===== config.mk =====
export PLATFORM = sky130hd
export DESIGN_NAME = fifo_frame_reader_flat
export DESIGN_NICKNAME = d
export VERILOG_FILES = /design/src/rtl/fifo_frame_reader_if.sv /design/src/rtl/fifo_frame_reader.sv /design/src/flat_wrapper.sv
export SDC_FILE = /design/constraint.sdc
export NUM_CORES = 1
export LEC_CHECK = 0
export ABC_AREA = 1
export BUFFER_PORTS_ARGS = -buffer_cell sky130_fd_sc_hd__buf_2
export CAP_MARGIN = 40
export CORE_ASPECT_RATIO = 1.2
export CORE_MARGIN = 10
export CORE_UTILIZATION = 41
export CTS_CLUSTER_SIZE = 28
export DETAILED_ROUTE_END_ITERATION = 8
export SLEW_MARGIN = 20
export SYNTH_ARGS = -nofsm -noshare
export SYNTH_HDL_FRONTEND = slang
export SYNTH_SLANG_ARGS = --single-unit
export TNS_END_PERCENT = 1

===== constraint.sdc =====
create_clock -name clk -period 1.7 [get_ports clk]
set_input_delay 0.255 -clock clk [delete_from_list [all_inputs] [get_ports clk]]
set_output_delay 0.255 -clock clk [all_outputs]
set_load 0.05 [all_outputs]

===== src/rtl/fifo_frame_reader_if.sv =====
// Framed output stream toward the packet layer.
//   out_data  : stream word
//   out_valid : out_data is valid
//   out_ready : sink accepts the word when out_valid && out_ready
//   out_sof   : marks the sync word (first word of a frame)
//   out_eof   : marks the checksum word (last word of a frame)
// master = frame reader (source), slave = packet layer (sink).
interface fifo_frame_reader_if #(
  parameter int WD = 16
);
  logic [WD-1:0] out_data;
  logic          out_valid;
  logic          out_ready;
  logic          out_sof;
  logic          out_eof;

  modport master (
    output out_data,
    output out_valid,
    output out_sof,
    output out_eof,
    input  out_ready
  );

  modport slave (
    input  out_data,
    input  out_valid,
    input  out_sof,
    input  out_eof,
    output out_ready
  );
endinterface


===== src/rtl/fifo_frame_reader.sv =====
// Drain side of the receive sample FIFO. Once the FIFO holds a full frame of
// payload, reads exactly FRAME_LEN words and emits
//   sync word, sequence number, payload x FRAME_LEN, checksum
// on a valid/ready stream. A 2-entry skid buffer plus an in-flight flag
// absorbs the FIFO's one-cycle read latency and downstream backpressure.
//
// Ports:
//   clk, rst    : clock, synchronous active-high reset
//   enable      : allows a new frame to start (sampled in IDLE only)
//   fifo_usedw  : FIFO fill level
//   fifo_empty  : FIFO empty flag, only watched by the underflow assertion
//   fifo_rdreq  : FIFO read strobe, data returns on fifo_q next cycle
//   fifo_q      : FIFO read data
//   stream      : framed output stream (master side)
//   frame_cnt   : completed frames, wraps at 2^16
//
// state   | meaning
// --------+-----------------------------------------------------------
// IDLE    | waiting for enable and a full frame in the FIFO
// SYNC    | presenting the sync word (sof); payload prefetch may start
// SEQ     | presenting the sequence number
// PAYLOAD | presenting the skid-buffer head until FRAME_LEN accepts
// CSUM    | presenting the checksum (eof); on accept, frame is done
module fifo_frame_reader #(
  parameter int            WD        = 16,
  parameter int            DP        = 11,
  parameter int            FRAME_LEN = 64,
  parameter logic [WD-1:0] SYNC      = 16'h7F7F
) (
  input  logic                 clk,
  input  logic                 rst,
  input  logic                 enable,
  input  logic [DP-1:0]        fifo_usedw,
  input  logic                 fifo_empty,
  output logic                 fifo_rdreq,
  input  logic [WD-1:0]        fifo_q,
  fifo_frame_reader_if.master  stream,
  output logic [15:0]          frame_cnt
);

  typedef enum logic [2:0] {
    S_IDLE,
    S_SYNC,
    S_SEQ,
    S_PAYLOAD,
    S_CSUM
  } state_t;

  localparam logic [DP-1:0] FLEN   = DP'(FRAME_LEN);
  localparam logic [DP-1:0] FLAST  = DP'(FRAME_LEN - 1);
  localparam logic [DP-1:0] DP_ONE = DP'(1);
  localparam logic [WD-1:0] WD_ONE = WD'(1);

  state_t        state;
  logic [WD-1:0] seq;
  logic [WD-1:0] csum;
  logic [WD-1:0] skid0;
  logic [WD-1:0] skid1;
  logic [1:0]    skid_cnt;
  logic          inflight;
  logic [DP-1:0] reads_issued;
  logic [DP-1:0] words_sent;

  logic          accept;
  logic          pop;
  logic          push;
  logic [1:0]    occ_after_pop;

  // Stream outputs are decoded only from registered state and the skid head,
  // so they never depend combinationally on out_ready and stay stable while
  // stalled.
  always_comb begin
    stream.out_valid = 1'b0;
    stream.out_data  = '0;
    stream.out_sof   = 1'b0;
    stream.out_eof   = 1'b0;
    case (state)
      S_SYNC: begin
        stream.out_valid = 1'b1;
        stream.out_data  = SYNC;
        stream.out_sof   = 1'b1;
      end
      S_SEQ: begin
        stream.out_valid = 1'b1;
        stream.out_data  = seq;
      end
      S_PAYLOAD: begin
        stream.out_valid = (skid_cnt != 2'd0);
        stream.out_data  = skid0;
      end
      S_CSUM: begin
        stream.out_valid = 1'b1;
        stream.out_data  = csum;
        stream.out_eof   = 1'b1;
      end
      default: ;
    endcase
  end

  assign accept = stream.out_valid && stream.out_ready;
  assign pop    = (state == S_PAYLOAD) && (skid_cnt != 2'd0) && stream.out_ready;
  assign push   = inflight;

  // Occupancy seen by the read decision counts the word already in flight
  // and credits a pop happening this cycle, which is what keeps payload
  // words back-to-back with out_ready held high. Never exceeds 3 here, and
  // pop implies skid_cnt >= 1, so 2 bits cannot wrap.
  assign occ_after_pop = skid_cnt + {1'b0, inflight} - {1'b0, pop};

  // The read strobe has to see this cycle's pop, so it is the one output
  // left combinational.
  assign fifo_rdreq = ((state == S_SYNC) || (state == S_SEQ) || (state == S_PAYLOAD)) &&
                      (reads_issued < FLEN) && (occ_after_pop < 2'd2);

  always_ff @(posedge clk) begin
    if (rst) begin
      state        <= S_IDLE;
      seq          <= '0;
      csum         <= '0;
      frame_cnt    <= '0;
      skid0        <= '0;
      skid1        <= '0;
      skid_cnt     <= 2'd0;
      inflight     <= 1'b0;
      reads_issued <= '0;
      words_sent   <= '0;
    end else begin
      inflight <= fifo_rdreq;
      if (fifo_rdreq) begin
        reads_issued <= reads_issued + DP_ONE;
      end

      // Skid buffer: skid0 is always the head.
      case ({push, pop})
        2'b10: begin
          if (skid_cnt == 2'd0) skid0 <= fifo_q;
          else                  skid1 <= fifo_q;
          skid_cnt <= skid_cnt + 2'd1;
        end
        2'b01: begin
          skid0    <= skid1;
          skid_cnt <= skid_cnt - 2'd1;
        end
        2'b11: begin
          if (skid_cnt == 2'd1) begin
            skid0 <= fifo_q;
          end else begin
            skid0 <= skid1;
            skid1 <= fifo_q;
          end
        end
        default: ;
      endcase

      case (state)
        S_IDLE: begin
          if (enable && (fifo_usedw >= FLEN)) begin
            state        <= S_SYNC;
            reads_issued <= '0;
            words_sent   <= '0;
          end
        end
        S_SYNC: begin
          if (accept) state <= S_SEQ;
        end
        S_SEQ: begin
          if (accept) state <= S_PAYLOAD;
        end
        S_PAYLOAD: begin
          if (pop) begin
            csum       <= csum + skid0;
            words_sent <= words_sent + DP_ONE;
            if (words_sent == FLAST) state <= S_CSUM;
          end
        end
        S_CSUM: begin
          if (accept) begin
            seq       <= seq + WD_ONE;
            frame_cnt <= frame_cnt + 16'd1;
            csum      <= '0;
            state     <= S_IDLE;
          end
        end
        default: state <= S_IDLE;
      endcase

      // Reads are bounded per frame and gated by usedw at start, so the
      // FIFO must never be read while empty.
      assert (!(fifo_rdreq && fifo_empty));
    end
  end

endmodule

===== src/flat_wrapper.sv =====
// flat-port wrapper written by rule: the top's interface ports become plain ports
module fifo_frame_reader_flat 
#(
  parameter int            WD        = 16,
  parameter int            DP        = 11,
  parameter int            FRAME_LEN = 64,
  parameter logic [WD-1:0] SYNC      = 16'h7F7F
)
  (clk, rst, enable, fifo_usedw, fifo_empty, fifo_rdreq, fifo_q, frame_cnt, stream_out_data, stream_out_valid, stream_out_sof, stream_out_eof, stream_out_ready);
  fifo_frame_reader_if #(.WD(WD)) stream_i ();
  input  logic clk;
  input  logic rst;
  input  logic enable;
  input  logic [DP-1:0] fifo_usedw;
  input  logic fifo_empty;
  output logic fifo_rdreq;
  input  logic [WD-1:0] fifo_q;
  output logic [15:0] frame_cnt;
  output wire logic [$bits(stream_i.out_data)-1:0] stream_out_data;
  output wire logic [$bits(stream_i.out_valid)-1:0] stream_out_valid;
  output wire logic [$bits(stream_i.out_sof)-1:0] stream_out_sof;
  output wire logic [$bits(stream_i.out_eof)-1:0] stream_out_eof;
  input wire logic [$bits(stream_i.out_ready)-1:0] stream_out_ready;
  assign stream_out_data = stream_i.out_data;
  assign stream_out_valid = stream_i.out_valid;
  assign stream_out_sof = stream_i.out_sof;
  assign stream_out_eof = stream_i.out_eof;
  assign stream_i.out_ready = stream_out_ready;
  fifo_frame_reader #(.WD(WD), .DP(DP), .FRAME_LEN(FRAME_LEN), .SYNC(SYNC)) u_core (.clk(clk), .rst(rst), .enable(enable), .fifo_usedw(fifo_usedw), .fifo_empty(fifo_empty), .fifo_rdreq(fifo_rdreq), .fifo_q(fifo_q), .stream(stream_i), .frame_cnt(frame_cnt));
endmodule

Yosys cells after proc, flatten, opt, wreduce, memory -nomap -nowiden
Index checks and enable logic that the tools add are counted.
{ "totals": {"reg_bits": 108, "in_bits": 32, "out_inout_bits": 36, "elab_cells": 90} }
{ "classes": {"n_addsub": 9, "n_lt_le_gt_ge": 3, "eq_ne": 18, "n_mux": 27, "reduce_logical": 23} }
{ "op_table": {"columns": ["cell", "count"], "rows": [
  ["16-bit two-way mux", 6],
  ["16-bit one-hot mux with 2 select lines", 2],
  ["16-bit one-hot mux with 4 select lines", 1],
  ["11-bit two-way mux", 5],
  ["16-bit one-hot mux with 3 select lines", 1],
  ["16-bit by 1-bit adder with 16-bit output (second input constant)", 2],
  ["11-bit by 1-bit adder with 11-bit output (second input constant)", 2],
  ["11-bit one-hot mux with 2 select lines", 1],
  ["3-bit two-way mux", 6],
  ["16-bit adder", 1],
  ["3-bit one-hot mux with 5 select lines", 1],
  ["2-bit by 1-bit != test with 1-bit output (second input constant)", 6],
  ["11-bit by 6-bit equality test with 1-bit output (second input constant)", 1],
  ["11-bit by 7-bit >= comparator with 1-bit output (second input constant)", 1],
  ["11-bit by 7-bit less-than comparator with 1-bit output (second input constant)", 1],
  ["2-bit nonzero test", 5],
  ["3-bit AND reduction", 3],
  ["3-bit by 2-bit equality test with 1-bit output (second input constant)", 2],
  ["1-bit logical AND", 6],
  ["2-bit != test (second input constant)", 3],
  ["6-bit AND reduction", 1],
  ["2-bit by 1-bit equality test with 1-bit output (second input constant)", 2],
  ["2-bit equality test (second input constant)", 2],
  ["2-bit one-hot mux with 2 select lines", 1],
  ["other kinds (15)", 18]
]} }

Logic depth before layout (Yosys ltp)
{ "logic_depth": {"word_depth": 9, "depth_mapped": 13, "ltp_nobuf": 13} }

Least setup slack after synthesis
No wires, ideal clock.
{ "synth_path": {"path_type": "register to output", "start": "reg u_core.state[0]", "end": "out stream_out_data[0]", "arrival_time_ps": 1901, "required_ps": 1445, "setup_slack_ps": -456, "path_stages_with_launch": 7, "n_path_buf": 1, "cell_sequence": "dfxtp_1 -> nor2_1 -> nand2_2 -> inv_2 -> buf_1 -> nand2_1 -> o2111ai_1"} }
{ "synth_via": {"elab_chain_len": 2, "word_cells_on_any_way": 5, "cone_classes": "4 x eq/ne; 1 x mux"} }
{ "synth_rtl": {"columns": ["item", "line_no", "source"], "rows": [
  ["from (decl)", "fifo_frame_reader.sv:54", "state_t state;"],
  ["from (signal assigned)", "fifo_frame_reader.sv:117", "state <= S_IDLE;"],
  ["from (signal assigned)", "fifo_frame_reader.sv:158", "state <= S_SYNC;"],
  ["from (signal assigned)", "fifo_frame_reader.sv:164", "if (accept) state <= S_SEQ;"],
  ["3-bit equality test, or another cell as far along", "fifo_frame_reader.sv:77", "case (state)"],
  ["16-bit one-hot mux with 4 select lines (*)", "fifo_frame_reader.sv:77", null],
  ["to (decl)", "flat_wrapper.sv:19", "output wire logic [$bits(stream_i.out_data)-1:0] stream_out_data;"]
]} }
Every way passes the cells marked *; elsewhere a longest branch is shown, timed or not.

Worst setup path in the final report
{ "layout_path": {"start": "reg u_core.state[0]", "end": "out stream_out_data[4]"} }
The elaborated chain is that of the path after synthesis.

==> metrics.md <==
| Metric | Value |
|---|---|
| RSZ-0062 raised after global routing | true |
| Worst Path Arrival | roughly 1.7 ns |
| Root buffer cell | clkbuf_16 |
| Cell count after placement | 1146 |
| NumNets Final | ~1000 |
| Critical Path Fanout Max | 17 |
| Slew headroom | 0.665 |
| Pwr/cell area | 1290 mW/mm^2 |
| Post-synthesis compound-gate area fraction | 0.183 |
| Area of the multi-input gates | 0.00339 mm^2 |
| CTS Sinks | 108 |
| Fillers | 1413 |
| Largest family of logic cells by synthesized area | simple AND/OR/NAND/NOR gates |
| Setup WS post-layout | -0.223 ns |
| DR WL/cell | 13.1 um |
| Initial antenna violation count | 0 |
| IO Count | 68 |
| Final Setup Violations | 18 |
| EDFF count, synth | 0 |
| Vias in the first global route | ~5400 |
| Synth Net Count | ~930 |
| Peak VDD IR | about 930 uV |
| Worst hold slack | 0.141 ns |
| Post-synthesis average cell area | between 6 and 7 um^2 |
| Largest net degree at the start of global routing | 40 |
| DPL Wire Length | 11400 um |
| Clk buf depth | 2 |
| Commonest non-fill, non-tap cell in the layout | nand2_1 |
| Initial Util | 0.422 |
| Crit. End Element | primary output |
| Async set-reset flop share out of synthesis | 0 |
| Cell Area, Synth | 0.00588 mm^2 |
| CTS tree | done |
| Yosys warns | 0 |
| Iteration-0 DRC Markers | roughly 290 |
| MaxCap Viol Count | 0 |
| Core footprint | 0.0139 mm^2 |
| Yosys reg bits | 108 |
| Critical path required time | 1.44 ns |
| DIE AREA | 0.0196 mm^2 |
| Worst-path clk slew | 0.07 ns |
| Router iterations before antenna repair | 6 |
| XOR/XNOR Fraction of Synth Area | 0.0179 |
| Post-synthesis mux area share | 0.00191 |
| Routed Wire Length | 15200 um |
| Mapped Cells | 873 |
| Worst slack, placed | -0.143 ns |
| F_max | about 0.52 GHz |
| Clk_lat worst skew | 0.36 ns |
| Simple-Gate Fraction of Synth Area | 0.293 |
| Sequential area share after synthesis | 0.367 |
| Number of vias in the routed layout | 5811 |
| Via density | 5.00 |
| Adder-cell share of the synthesized area | 0.0481 |
| Clock Skew | approximately 0.011 ns |
| Lkg Pwr | 0.00331 uW |
| Max-slew violation count | 0 |
| FF/Latch Area | 0.00218 mm^2 |
| Area Growth Syn to Fin | 27.5% |
| H-tree depth | 3 |
| PortBufs | 60 |
| Layout cells sized above 1 | 0.228 |
| Placer Congestion | 0.932 |
| Die height | 151 um |
| Grt total ovfl | 0 |
| Antenna Nets Post-Route | 0 |
| Unique masters post-synth | 38 |
| Tcrit/Tclk final | 1.13 |
| Main flop type after synthesis | dfxtp_1 |
| CTS Hold Bufs | 0 |
| Gr usage total | 0.161 |
| HP Class | in2reg |
| First-pass GRT wire length | 25800 um |
| Die Wd | around 130 um |
| CP Class | reg2out |
| Row count | 47 |
| Fin cells | 1163 |
| Outcome | complete, but fails checks |
| Hold Fails Final Rpt | 0 |
| Antenna Cells | 0 |
| Setup crit start kind | flip-flop |
| Commonest non-fill, non-tap cells in the layout | 207 x nand2_1, 98 x dfxtp_1, 97 x inv_1 |
| Final worst path period need | between 1.5 and 2 ns |
| Post-route DRC violation count | 0 |
| Failing checks | setup timing |
| CTS buffer count | 9 |
| Worst slew pin tran | 0.503 ns |
routing by layer:
metal | global-route usage | part of all wire | up-vias
met3 | 0.0269 | 0.046 | 19
met4 | 0.0678 | 0.020 | 0
met5 | 0 | 0 | -
met2 | 0.250 | 0.43 | 99
met1 | 0.217 | 0.50 | 2571
li1 | - | - | 3122
registers in the layout, summed over array words and instances (netlist names), 3 cells and up:
name                 flops
u_core.csum             16
u_core.frame_cnt        16
u_core.reads_issued     11
u_core.seq              16
u_core.skid0            16
u_core.skid1            16
u_core.state             3
u_core.words_sent       11
critical path, cell delays in order, from the launching register on:
cell and delay [ns]:
dfxtp_4 0.37, nor2_2 0.15, nand2_2 0.10, inv_2 0.10, buf_12 0.14, nand2_1 0.06, o2111ai_1 0.13, buf_4 0.26
repair_timing:
action | in CTS | in global routing
setup endpoints to repair | 46 | 68
resized for setup | 62 | 31
pin swaps | 9 | 5
buffers inserted | 2 | 0
through the flow:
step           utilization  setup TNS [ns]  cell area [um^2]  power [uW]
6_report             0.538           -2.82              7500        9690
3_3_place_gp         0.493          -0.367              6870        6940
2_1_floorplan            -           -2.52              5890        5590
4_1_cts              0.529           -3.25              7380        9650
5_1_grt              0.538           -6.27              7500       10300
3_5_place_dp         0.493          -0.523              6870        6940
cell families (layout without fill, tap and decap cells):
kind of cell / Yosys count / count (layout)
AOI/OAI and AO/OA: 202 / 202
DFF: 108 / 108
adders and majority gates: 22 / 22
xor gates and xnor gates: 12 / 12
and+or+nand+nor: 392 / 392
buffers and inverters: 136 / 255
muxes: 1 / 1
where the power goes:
part           internal (uW)  leakage (uW)  switching, uW
Sequential              2870      0.000880            278
Combinational           1680       0.00228           2630
Clock                   1280      0.000148            951
Total                   5830       0.00331           3860
final timing paths:
check	start	cells after the start	slack, ns	to
setup / recovery	u_core.state[0]	7	-0.22	stream_out_data[4]
hold / removal	fifo_q[4]	3	0.14	u_core.skid1[4]
setup reg to reg	u_core.skid0[0]	13	0	u_core.csum[10]
hold reg to reg	u_core.reads_issued[9]	2	0.43	u_core.reads_issued[9]
synthesized netlist by cell type (2+ instances only):
cell | count | area share
inv_1 | 102 | 0.065
nand4_1 | 17 | 0.018
o211ai_1 | 3 | 0.0038
nor2_2 | 5 | 0.0053
nand2_2 | 5 | 0.0053
nor2_1 | 64 | 0.041
buf_2 | 12 | 0.010
o21a_1 | 3 | 0.0038
inv_2 | 3 | 0.0019
dfxtp_1 | 108 | 0.37
ha_1 | 21 | 0.045
buf_1 | 3 | 0.0019
nor3_2 | 3 | 0.0051
and2_1 | 2 | 0.0021
nor3_1 | 21 | 0.018
nand3_2 | 2 | 0.0034
nor3b_1 | 3 | 0.0038
a21oi_1 | 101 | 0.086
o21ai_0 | 53 | 0.045
o2111ai_1 | 10 | 0.015
o21ai_1 | 27 | 0.023
nand3_1 | 39 | 0.033
nand2_1 | 218 | 0.14
clkbuf_1 | 16 | 0.010
nand3b_1 | 5 | 0.0064
a211oi_1 | 3 | 0.0038
xor2_1 | 11 | 0.016
or2_2 | 3 | 0.0032
layout make-up:
class | count | area share
timing repair buffer | 135 | 0.135
inverter | 105 | 0.0525
sequential | 108 | 0.291
clock buffer | 10 | 0.0305
multi-input combinational | 629 | 0.452
tap | 171 | 0.0285
clock inverter | 5 | 0.0103
Power figures use the tool's default switching activity.
